===== config.mk =====
export PLATFORM = sky130hd
export DESIGN_NAME = fifo_burst_reader_flat
export DESIGN_NICKNAME = d
export VERILOG_FILES = /design/src/rtl/fifo_burst_reader_if.sv /design/src/rtl/fifo_burst_reader.sv /design/src/flat_wrapper.sv
export SDC_FILE = /design/constraint.sdc
export NUM_CORES = 1
export LEC_CHECK = 0
export ABC_AREA = 1
export CAP_MARGIN = 20
export CORE_UTILIZATION = 35
export CTS_CLUSTER_SIZE = 28
export DETAILED_ROUTE_END_ITERATION = 7
export PLACE_DENSITY = 0.63
export SYNTH_ARGS = -nofsm -noshare
export SYNTH_HDL_FRONTEND = slang
export SYNTH_SLANG_ARGS = --single-unit

===== constraint.sdc =====
create_clock -name clk -period 6.6 [get_ports clk]
set_input_delay 0.66 -clock clk [delete_from_list [all_inputs] [get_ports clk]]
set_output_delay 0.66 -clock clk [all_outputs]
set_load 0.01 [all_outputs]

===== src/rtl/fifo_burst_reader_if.sv =====
// fifo_burst_reader_if: FIFO read port plus framed valid/ready output stream
// master = burst reader (drives rd_req and the stream), slave = FIFO/downstream side
interface fifo_burst_reader_if #(parameter int DATA_WIDTH = 64);
  logic                  rd_req;
  logic [DATA_WIDTH-1:0] rd_data;
  logic                  rd_empty;
  logic [DATA_WIDTH-1:0] out_data;
  logic                  out_valid;
  logic                  out_ready;
  logic                  out_sop;
  logic                  out_eop;
  modport master (
    output rd_req, out_data, out_valid, out_sop, out_eop,
    input  rd_data, rd_empty, out_ready
  );
  modport slave (
    input  rd_req, out_data, out_valid, out_sop, out_eop,
    output rd_data, rd_empty, out_ready
  );
endinterface


===== src/rtl/fifo_burst_reader.sv =====
// fifo_burst_reader: drains a non-show-ahead FIFO into a sop/eop framed valid/ready stream
// ports: clk, clear (sync reset), enable (run level), bus (FIFO read + stream),
//        busy (active or buffered data), burst_count (completed bursts, wraps)
module fifo_burst_reader #(
  parameter int DATA_WIDTH = 64,
  parameter int BURST_LEN  = 8,
  parameter int CNT_WIDTH  = 16
) (
  input  logic                 clk,
  input  logic                 clear,
  input  logic                 enable,
  fifo_burst_reader_if.master  bus,
  output logic                 busy,
  output logic [CNT_WIDTH-1:0] burst_count
);
  localparam int IW = $clog2(BURST_LEN);
  typedef enum logic [1:0] {IDLE, RUN, FINISH} state_t;
  state_t                state, state_nx;
  logic [DATA_WIDTH-1:0] mem [4];
  logic [1:0]            wr_ptr, rd_ptr;
  logic [2:0]            occ;
  logic                  inflight, req_allowed, xfer, last;
  logic [IW-1:0]         req_idx, out_idx;
  always_ff @(posedge clk) state <= clear ? IDLE : state_nx;
  // FINISH keeps requesting until the current burst is fully requested, then waits for delivery
  always_comb begin
    state_nx = state == IDLE ? (enable ? RUN : IDLE) :
               state == RUN  ? (enable ? RUN : FINISH) :
               enable ? RUN :
               (req_idx == '0 && !inflight && occ == '0) ? IDLE : FINISH;
  end
  // space check counts the in-flight word so the 4-entry buffer can never overflow
  always_comb begin
    req_allowed   = state == RUN || (state == FINISH && req_idx != '0);
    bus.rd_req    = req_allowed && !bus.rd_empty && (occ + 3'(inflight) < 3'd4);
    busy          = state != IDLE || occ != '0;
    last          = out_idx == IW'(BURST_LEN - 1);
    bus.out_valid = occ != '0;
    bus.out_data  = mem[rd_ptr];
    bus.out_sop   = occ != '0 && out_idx == '0;
    bus.out_eop   = occ != '0 && last;
    xfer          = occ != '0 && bus.out_ready;
  end
  // the FIFO word lands the cycle after rd_req; clearing inflight drops a word still returning
  always_ff @(posedge clk) begin
    if (clear) begin
      for (int i = 0; i < 4; i++) mem[i] <= '0;
      wr_ptr      <= '0;
      rd_ptr      <= '0;
      occ         <= '0;
      inflight    <= 1'b0;
      req_idx     <= '0;
      out_idx     <= '0;
      burst_count <= '0;
    end else begin
      inflight <= bus.rd_req;
      if (inflight) begin
        mem[wr_ptr] <= bus.rd_data;
        wr_ptr      <= wr_ptr + 2'd1;
      end
      if (xfer) begin
        rd_ptr  <= rd_ptr + 2'd1;
        out_idx <= last ? '0 : out_idx + IW'(1);
      end
      if (xfer && last) burst_count <= burst_count + CNT_WIDTH'(1);
      if (bus.rd_req) req_idx <= req_idx == IW'(BURST_LEN - 1) ? '0 : req_idx + IW'(1);
      occ <= occ + 3'(inflight) - 3'(xfer);
    end
  end
endmodule

===== src/flat_wrapper.sv =====
// flat-port wrapper written by rule: the top's interface ports become plain ports
module fifo_burst_reader_flat 
#(
  parameter int DATA_WIDTH = 64,
  parameter int BURST_LEN  = 8,
  parameter int CNT_WIDTH  = 16
)
  (clk, clear, enable, busy, burst_count, bus_rd_req, bus_out_data, bus_out_valid, bus_out_sop, bus_out_eop, bus_rd_data, bus_rd_empty, bus_out_ready);
  fifo_burst_reader_if #(.DATA_WIDTH(DATA_WIDTH)) bus_i ();
  input  logic clk;
  input  logic clear;
  input  logic enable;
  output logic busy;
  output logic [CNT_WIDTH-1:0] burst_count;
  output wire logic [$bits(bus_i.rd_req)-1:0] bus_rd_req;
  output wire logic [$bits(bus_i.out_data)-1:0] bus_out_data;
  output wire logic [$bits(bus_i.out_valid)-1:0] bus_out_valid;
  output wire logic [$bits(bus_i.out_sop)-1:0] bus_out_sop;
  output wire logic [$bits(bus_i.out_eop)-1:0] bus_out_eop;
  input wire logic [$bits(bus_i.rd_data)-1:0] bus_rd_data;
  input wire logic [$bits(bus_i.rd_empty)-1:0] bus_rd_empty;
  input wire logic [$bits(bus_i.out_ready)-1:0] bus_out_ready;
  assign bus_rd_req = bus_i.rd_req;
  assign bus_out_data = bus_i.out_data;
  assign bus_out_valid = bus_i.out_valid;
  assign bus_out_sop = bus_i.out_sop;
  assign bus_out_eop = bus_i.out_eop;
  assign bus_i.rd_data = bus_rd_data;
  assign bus_i.rd_empty = bus_rd_empty;
  assign bus_i.out_ready = bus_out_ready;
  fifo_burst_reader #(.DATA_WIDTH(DATA_WIDTH), .BURST_LEN(BURST_LEN), .CNT_WIDTH(CNT_WIDTH)) u_core (.clk(clk), .clear(clear), .enable(enable), .bus(bus_i), .busy(busy), .burst_count(burst_count));
endmodule

# Word level (Yosys, flattened, before mapping)
# Memory sizes are Yosys's and may differ from the RTL's. A register that Yosys moved wholly into a read port is not among the register bits.
# Index checks and enable logic that the tools add are counted.
dict set report word_totals {
  elab_cells 60
  out_inout_bits 85
  reg_bits 32
  input_bits 69
  mem_count 1
  mem_bits_rw 256
}
dict set report op_classes {
  reduce_logical 21
  n_eq_ne 4
  magnitude_cmp 1
  n_addsub 7
  mux 18
}
# memory depth word_bits read_ports rd_ports_with_merged_regs wr line
set mem_list {}
lappend mem_list {u_core.mem 4 64 1 1 4 fifo_burst_reader.sv:19} ;# logic [DATA_WIDTH-1:0] mem [4];
# operator n
set op_table {}
lappend op_table {{64-bit two-way mux} 1}
lappend op_table {{64-bit OR reduction} 1}
lappend op_table {{16-bit by 1-bit adder with 16-bit output, second input constant} 1}
lappend op_table {{2-bit two-way mux} 8}
lappend op_table {{1-bit logical AND} 9}
lappend op_table {{3-bit logical NOT} 3}
lappend op_table {{1-bit two-way mux} 7}
lappend op_table {{3-bit by 1-bit adder with 3-bit output, second input constant} 2}
lappend op_table {{3-bit == test, second input constant} 2}
lappend op_table {{3-bit two-way mux} 2}
lappend op_table {{3-bit nonzero test} 2}
lappend op_table {{2-bit by 1-bit adder with 2-bit output, second input constant} 2}
lappend op_table {{3-bit by 1-bit adder with 3-bit output} 1}
lappend op_table {{3-bit less-than comparator, second input constant} 1}
lappend op_table {{3-bit by 1-bit subtractor with 3-bit output} 1}
lappend op_table {{2-bit by 1-bit == test with 1-bit output, second input constant} 1}
lappend op_table {{2-bit == test, second input constant} 1}
lappend op_table {{1-bit logical NOT} 2}
lappend op_table {{2-bit logical NOT} 1}
lappend op_table {{1-bit logical OR} 2}
lappend op_table {{2-bit nonzero test} 1}

# Longest topological paths before layout
# Gate-level depths: netlist of run 1.
dict set report logic_depth {
  depth_word 7
  ltp_mapped 9
  ltp_nobuf 9
}

# Worst setup path after synthesis of run 1
# No wires, ideal clock.
dict set report synth_timing {
  path_type {register -> register}
  from {register u_core.wr_ptr[0]}
  to {memory u_core.mem[1][0] (enable)}
  n_path_buf 1
  t_arrival_ns 5.119
  path_stages_with_launch 4
  synth_period_minus_slack_ns 5.693
  setup_slack_ns 0.907
  t_required_ns 6.026
  setup_time_ns 0.574
  path_cell_list {dfxtp_1 > nand2_1 > buf_2 > o21ai_0}
}
# item line
set synth_lines {}
lappend synth_lines {{from (decl)} fifo_burst_reader.sv:20} ;# logic [1:0] wr_ptr, rd_ptr;
lappend synth_lines {{from (signal assigned)} fifo_burst_reader.sv:59} ;# wr_ptr <= wr_ptr + 2'd1;
lappend synth_lines {{to (decl)} fifo_burst_reader.sv:19}

==> results of run 1 <==
state kept, by name, summed over array words and instances, names as in the netlist, named ones only:
signal	count
u_core.burst_count	16
u_core.inflight	1
u_core.mem	256
u_core.occ	3
u_core.out_idx	3
u_core.rd_ptr	2
u_core.req_idx	3
u_core.state	2
u_core.wr_ptr	2
power groups by stage:
| stage | registers [mW] | logic (mW) | clock network [mW] |
|---|---|---|---|
| after floorplan | 2.16 | 0.682 | 0 |
| after global placement | 2.19 | 1.28 | 0 |
| after detailed placement | 2.20 | 1.29 | 0 |
| after CTS | 2.16 | 1.30 | 1.63 |
| after global routing | 2.17 | 1.40 | 1.70 |
| final | 2.16 | 1.28 | 1.60 |
final cells by class:
class / count / area [um^2]
inverter: 92 / 350
clock buffer: 34 / 766
timing repair buffer: 161 / 1620
multi-input combinational: 743 / 3470
clock inverter: 20 / 158
sequential: 290 / 8370
fill: 3379 / 20200
tap: 461 / 577
synthesized netlist by cell type (2+ instances only):
master    count
ha_1         11
edfxtp_1    256
o22ai_1      64
clkbuf_1     34
inv_1        88
nand3_1      15
a211oi_1      2
xor2_1        3
buf_2        30
buf_6        13
a21oi_1      16
nor2_2        4
clkbuf_2      2
inv_2         4
o21ai_0     138
nor3_1       67
nand2_1      52
dfxtp_1      34
nor2_1      363
cells by family after synthesis:
logic type | count (synthesis)
xor+xnor | 4
compound gates | 221
fa+ha+maj | 11
buf+inv | 172
simple gates | 507
flops | 290
metrics by stage:
stage	area (um^2)	power, mW	hold slack [ns]
2_1_floorplan	12600	2.84	0.451
3_3_place_gp	14300	3.47	0.462
3_5_place_dp	14300	3.48	0.474
4_1_cts	15300	5.08	0.483
5_1_grt	15300	5.27	0.506
6_report	15300	5.03	0.482
worst min path at each step:
stage	cells after the start	start	slack (ns)	end
2_1_floorplan	2	u_core.out_idx[1]	0.45	u_core.out_idx[1]
3_3_place_gp	2	u_core.out_idx[1]	0.46	u_core.out_idx[1]
3_5_place_dp	2	u_core.out_idx[1]	0.47	u_core.out_idx[1]
4_1_cts	2	u_core.out_idx[1]	0.48	u_core.out_idx[1]
5_1_grt	1	u_core.rd_ptr[0]	0.51	u_core.rd_ptr[0]
6_report	2	u_core.out_idx[1]	0.48	u_core.out_idx[1]
per-layer routing:
metal  GRT usage (%)  vias up  part of all wire, %  wire (um)
met5               0        -                    0          0
met4            4.27        0                  2.2        676
met3            3.25       37                  6.1       1900
met2            27.7      235                   48      14900
met1            22.3     4339                   44      13600
li1                -     4352                    -          -
critical path, cell delays in order (launching register included):
cell             delay, ns
dfxtp_4               0.51
inv_4                 0.63
buf_4                 0.55
o21ai_0               0.17
o22ai_1               0.29
clkdlybuf4s50_1       0.61
==> metrics, run 1 <==
Num CTS Buffers=30; # rows=69; Routed WL=31.0 mm; worst-path maximum fanout=80; maxcap violations=0; crit end category=output pin; Seq pwr share=42.8%; worst reg-to-reg setup slack=3.48 ns; Required @ worst endpoint=5.94 ns; R2R depth=6; vias in the first global route=8677; Post-Synth Adder-Cell Area=approximately 1.1%; commonest non-fill, non-tap cells in the layout=363 x nor2_1, 256 x edfxtp_1, 153 x clkdlybuf4s50_1, 136 x o21ai_0, 88 x inv_1; top cell type's share of synthesized area=61.2%; crit path to=bus_out_data[42]; Util after Layout=43.2%; ys flop type=edfxtp_1; wire per inst=between 15 and 20 um; average instance area after synthesis=10.4 um^2; Slew Limit Fails=0; Worst R2R Start=u_core.inflight; GRT Overall Usage=between 15 and 20%; Setup Skew=0.0225 ns; Synthesized Nets=between 1000 and 1500; nets=1398; status=completed; largest net degree at the start of global routing=81; Yosys reg bits=290; Final Critical Period=4.00 ns; Compound-Gate Fraction of Synth Area=9.50%; Antenna Nets Post-Route=0; gr ovfl total=0; worst vdd ir=0.000207 V; Initial Util=35.4%; multiplexer share of the synthesized area=0%; DRT iter0 DRCs=705; Ports=154; CTS tree=yes; total clock sinks=290; worst slew pin tran=0.976 ns; Crit Path Category=register to output pin; DRC violations left=0; Synth Area in XOR/XNOR=0.279%; worst setup margin=about 2.6 ns; FFs w/ async S/R, synth=0%; DIE HEIGHT=191 um; antenna cells=0; relative slew slack=a little over a third; Worst R2R End=u_core.mem[0][7]; H-tree depth=1; P_leak=5.78 nW; die area=36700 um^2; clock buffer depth=3; area grow syn2layout=21.9%; first-pass GRT wire length=47.6 mm; cell taking the most area after synthesis=edfxtp_1; DRT Pass-1 Iters=5; main combinational cell family by area after synthesis=simple AND/OR/NAND/NOR gates; setup TNS=0 ns; Post-synth EDFFs=256; placer congestion estimate=0.741; Yosys cell types=28; RSZ-0062 raised after global routing=no; final non-filler cell total=between 1500 and 2000; via count=between 8000 and 9000; sequential area share after synthesis=roughly 67%; share of layout cells above drive strength 1=5.22%; Clk pwr share=between 30% and 40%; initial antenna violation count=0; Pint=approximately 3.5 mW; synthesized cell area=roughly 13000 um^2; Startpoint Class=register; Ys Warns=0; post-DP HPWL=17.9 mm; CTS Hold Bufs=0; post_cts resized=0; clk slew on worst S/H paths=0.06 ns; dpl cells=1745; Logic pwr share=about a quarter; clk_lat worst skew=0.56 ns; post-CTS setup buffers=0; CTS root buf=clkbuf_16; CP arrival=3.34 ns; Core ar.=approximately 35000 um^2; Max Freq=~250 MHz; Synth Area in Simple Gates=16.3%; Post-Place Worst Slack=2.38 ns; Min-Delay Path Class=register to register; Final setup viols=0; Fin. Hold Viols=0; final period utilization=between 60% and 70%; top cells by area, synth=edfxtp_1 61%, nor2_1 11%, o21ai_0 5.5%; Psw=around 1.5 mW; Port Buffers=153; Sw Share=29.5%; commonest non-fill, non-tap cell in the layout=nor2_1; Die Span X=about 190 um; via/cell ratio=4.98; post-synthesis instance total=1205; pwr/cell area=329 nW/um^2
Note: power is estimated with default switching activity, not from simulation.
==> inputs of run 2 (changes only) <==
==> constraint.sdc (replaced) <==
create_clock -name clk -period 3.7 [get_ports clk]
set_input_delay 0.37 -clock clk [delete_from_list [all_inputs] [get_ports clk]]
set_output_delay 0.37 -clock clk [all_outputs]
set_load 0.01 [all_outputs]
==> metrics, run 2 (same netlist as run 1, synthesis figures left out) <==
status=completed; worst slew pin tran=0.905 ns; Crit Path Category=register to output pin; Slew Limit Fails=0; largest net degree at the start of global routing=130; total clock sinks=290; maxcap violations=0; worst-path maximum fanout=54; FF/Latch Area=8370 um^2; commonest non-fill, non-tap cells in the layout=363 x nor2_1, 256 x edfxtp_1, 153 x clkdlybuf4s50_1, 136 x o21ai_0, 88 x inv_1; DIE HEIGHT=191 um; post-DP HPWL=19.0 mm; Initial Util=between 30% and 40%; Required @ worst endpoint=3.33 ns; placer congestion estimate=0.771; CTS tree=yes; # rows=69; pwr/cell area=roughly 600 nW/um^2; RSZ-0062 raised after global routing=no; Final Critical Period=3.33 ns; Finished Cell Area=15500 um^2; commonest non-fill, non-tap cell in the layout=nor2_1; DRC violations left=0; area of the multi-input gates=3470 um^2; CTS Hold Bufs=0; Routed WL=about 32 mm; Fin. Hold Viols=0; Ports=roughly 150; area grow syn2layout=23.4%; crit end category=output pin; via count=9167; R2R depth=7; Startpoint Class=register; post_cts resized=0; Hold Path Depth=3; Core ar.=between 30000 and 40000 um^2; P_leak=5.88 nW; Max Freq=300 MHz; DRT Pass-1 Iters=7; gr ovfl total=0; Final setup viols=0; die area=36700 um^2; H-tree depth=1; most flop-heavy register=u_core.mem; final period utilization=89.9%; Min-Delay Path Class=input port to register; vias in the first global route=between 9000 and 10000; post-CTS setup buffers=0; initial antenna violation count=1; GRT Overall Usage=17.3%; clk slew on worst S/H paths=0.06 ns; Num CTS Buffers=30; Post-DP Area=14500 um^2; clk_lat worst skew=around 0.54 ns; Setup Skew=just under 0.009 ns; Util after Layout=43.7%; share of layout cells above drive strength 1=6.13%; FILL cells=3315; setup TNS=0 ns; relative slew slack=39.5%; worst vdd ir=0.000371 V; clock buffer depth=3; Die Span X=191 um; CP arrival=2.96 ns; via/cell ratio=5.05; CTS root buf=clkbuf_16; first-pass GRT wire length=49.6 mm; wire per inst=17.6 um; Largest register FFs=256; nets=between 1000 and 1500; Port Buffers=153; DRT iter0 DRCs=704; top flop regs=u_core.mem: 256 flops, u_core.burst_count: 16 flops; Antenna Nets Post-Route=0
## run 2: cell types whose count changed in the layout (fill, tap and decap cells not counted)
cell	change
buf_16	-1
diode_2	+1
buf_12	+5
clkinvlp_2	-1
clkinvlp_4	+1
bufinv_16	+1
clkbuf_16	+1
buf_4	+10
clkinv_8	-1
clkinv_2	-2
## run 2: per-stage QoR
stage / setup slack, ns / hold slack, ns / instances / power [mW]
2_1_floorplan: 0.919 / 0.448 / 1205 / 5.06
3_3_place_gp: 0.981 / 0.459 / 1760 / 6.21
3_5_place_dp: 0.960 / 0.474 / 1761 / 6.24
4_1_cts: 0.378 / 0.375 / 1814 / 9.18
5_1_grt: 0.193 / 0.407 / 1814 / 9.52
6_report: 0.372 / 0.396 / 1815 / 9.09
## run 2: power by group
part	leakage [nW]	switching [mW]	internal [mW]
logic	2.49	1.29	1.01
registers	2.92	0.122	3.72
clock network	0.462	1.22	1.72
## run 2: worst paths after layout
path | startpoint | to | slack, ns
hold reg to reg | u_core.out_idx[1] | u_core.out_idx[1] | 0.48
setup reg to reg | u_core.inflight | u_core.mem[0][26] | 1.64
setup / recovery | register | bus_out_data[6] | 0.37
hold / removal | enable | u_core.state[0] | 0.40
## run 2: final cells by class
type | instances | area share [%]
Antenna cell | 1 | 0.0161
Clock buffer | 35 | 5.10
Clock inverter | 18 | 1.06
Inverter | 92 | 2.26
Multi-Input combinational cell | 743 | 22.4
Sequential cell | 290 | 54.0
Tap cell | 461 | 3.72
Timing Repair Buffer | 175 | 11.4
## run 2: critical path: stages, from the launching register on
cell and delay (ns):
dfxtp_4 0.70, buf_4 0.57, o21ai_0 0.19, o22ai_1 0.33
clkdlybuf4s50_1 0.60
## run 2: layer usage
metal | vias to the layer above | GRT usage [%] | wire [um]
li1 | 4390 | - | -
met1 | 4441 | 23.4 | 13800
met2 | 296 | 29.6 | 15600
met3 | 40 | 2.22 | 1960
met4 | 0 | 4.00 | 572
met5 | - | 0 | 0
==> inputs of run 3 (changes only) <==
--- a/config.mk
+++ b/config.mk
@@ -7,10 +7,10 @@
 export LEC_CHECK = 0
 export ABC_AREA = 1
 export CAP_MARGIN = 20
-export CORE_UTILIZATION = 35
+export CORE_UTILIZATION = 55
 export CTS_CLUSTER_SIZE = 28
 export DETAILED_ROUTE_END_ITERATION = 7
-export PLACE_DENSITY = 0.63
+export PLACE_DENSITY = 0.88
 export SYNTH_ARGS = -nofsm -noshare
 export SYNTH_HDL_FRONTEND = slang
 export SYNTH_SLANG_ARGS = --single-unit
==> metrics, run 3 (same netlist as run 1, synthesis figures left out) <==
clk slew on worst S/H paths=0.06 ns; R2R depth=7; Final Power=~9.1 mW; Routed WL=29.5 mm; FF/Latch Area=8370 um^2; Post-DP Area=14300 um^2; P_leak=between 5 and 6 nW; Port Buffers=153; maxcap violations=0; initial antenna violation count=1; Final Critical Period=roughly 3.2 ns; slowest cell on the critical path=clkdlybuf4s50_1; Setup Skew=0.00887 ns; post-CTS setup buffers=0; first-pass GRT wire length=47.1 mm; largest net degree at the start of global routing=between 90 and 100; Fin. Hold Viols=0; Core ar.=22100 um^2; Die Span X=153 um; Startpoint Class=register; DRT iter0 DRCs=819; Final setup viols=0; worst slew pin tran=0.991 ns; DRT Pass-1 Iters=5; Largest register FFs=256; vias in the first global route=9346; top flop regs=u_core.mem: 256 flops, u_core.burst_count: 16 flops; Post-Place Worst Slack=0.802 ns; gr ovfl total=0; via count=9287; Max Freq=between 300 and 400 MHz; commonest non-fill, non-tap cells in the layout=363 x nor2_1, 256 x edfxtp_1, 153 x clkdlybuf4s50_1, 136 x o21ai_0, 88 x inv_1; total clock sinks=slightly below 300; via/cell ratio=5.70; pwr/cell area=slightly below 600 nW/um^2; share of layout cells above drive strength 1=6.38%; FILL cells=1538; Initial Util=a little under three fifths; Hold Path Depth=3; worst-path maximum fanout=42; Crit Path Category=register to output pin; relative slew slack=33.9%; clock buffer depth=3; nets=around 1400; die area=23500 um^2; DRC violations left=0; # rows=54; worst vdd ir=0.000401 V; final period utilization=87.1%; worst hold start=enable; commonest non-fill, non-tap cell in the layout=nor2_1; Ports=154; RSZ-0062 raised after global routing=no; Util after Layout=about 69%; worst setup margin=0.479 ns; wire per inst=between 15 and 20 um; DIE HEIGHT=around 150 um; dpl cells=1578; GRT Overall Usage=approximately 26%; Min-Delay Path Class=input port to register; CTS Hold Bufs=0; worst reg-to-reg setup slack=around 1.5 ns; Required @ worst endpoint=3.33 ns; CTS tree=yes; Num CTS Buffers=29; post-DP HPWL=16.9 mm; CP arrival=2.85 ns; post_cts resized=0; clk_lat worst skew=0.53 ns; Hold Slack=0.425 ns; setup TNS=0 ns; Worst R2R Start=u_core.inflight; placer congestion estimate=0.777; antenna cells=0; Finished Cell Area=15200 um^2; Antenna Nets Post-Route=0; area of the multi-input gates=roughly 3500 um^2; Slew Limit Fails=0; H-tree depth=1; crit end category=output pin; final non-filler cell total=1629; status=completed; CTS root buf=clkbuf_16; Worst R2R End=u_core.mem[0][17]; slowest cell delay on critical path=0.60 ns; area grow syn2layout=21.2%; most flop-heavy register=u_core.mem; crit path cell chain=inv_4 > buf_4 > o21ai_0 > o22ai_1 > clkdlybuf4s50_1; Hold EP=u_core.state[0]
run 3: changes by cell type in the layout (fill, tap and decap cells not counted), sizes merged:
cell,change
buf,-2
bufinv,+2
clkbuf,-4
clkinvlp,+1
diode,-1
inv,-1
run 3: where the power goes:
group | internal [mW] | leakage, nW | switching (mW)
logic | 1.01 | 2.45 | 1.27
clock network | 1.78 | 0.471 | 1.19
registers | 3.72 | 2.92 | 0.102
run 3: metal layers:
layer / global-route usage (%) / vias to the layer above / wire (um)
met5: 0 / - / 0
met4: 7.41 / 0 / 482
met3: 4.05 / 45 / 2190
met2: 46.2 / 385 / 15500
met1: 31.4 / 4482 / 11400
li1: - / 4375 / -
run 3: critical path, delay by kind of cell, from the launching register on:
kind | cells | cell delay [ns]
AOI/OAI and AO/OA | 2 | 0.46
buffers and inverters | 3 | 1.40
DFF | 1 | 0.46
run 3: worst max path at each step:
stage               depth (start not counted)                end  slack [ns]             from
floorplan                                   8   u_core.mem[0][0]        0.92  u_core.inflight
global placement                            7  u_core.mem[2][31]        0.88            clear
detailed placement                          7  u_core.mem[0][17]        0.80            clear
CTS                                         5    bus_out_data[5]        0.46         register
global route                                5   bus_out_data[10]        0.31         register
finish                                      5    bus_out_data[5]        0.48         register
run 3: area by class of cell:
cell class              instances  area share, %
multi-input cells             743           22.7
well taps                     280           2.30
clock buffers                  31           4.82
repair buffers                173           11.4
flip-flops and latches        290           55.0
clock inverters                20           1.54
inverters                      92           2.30
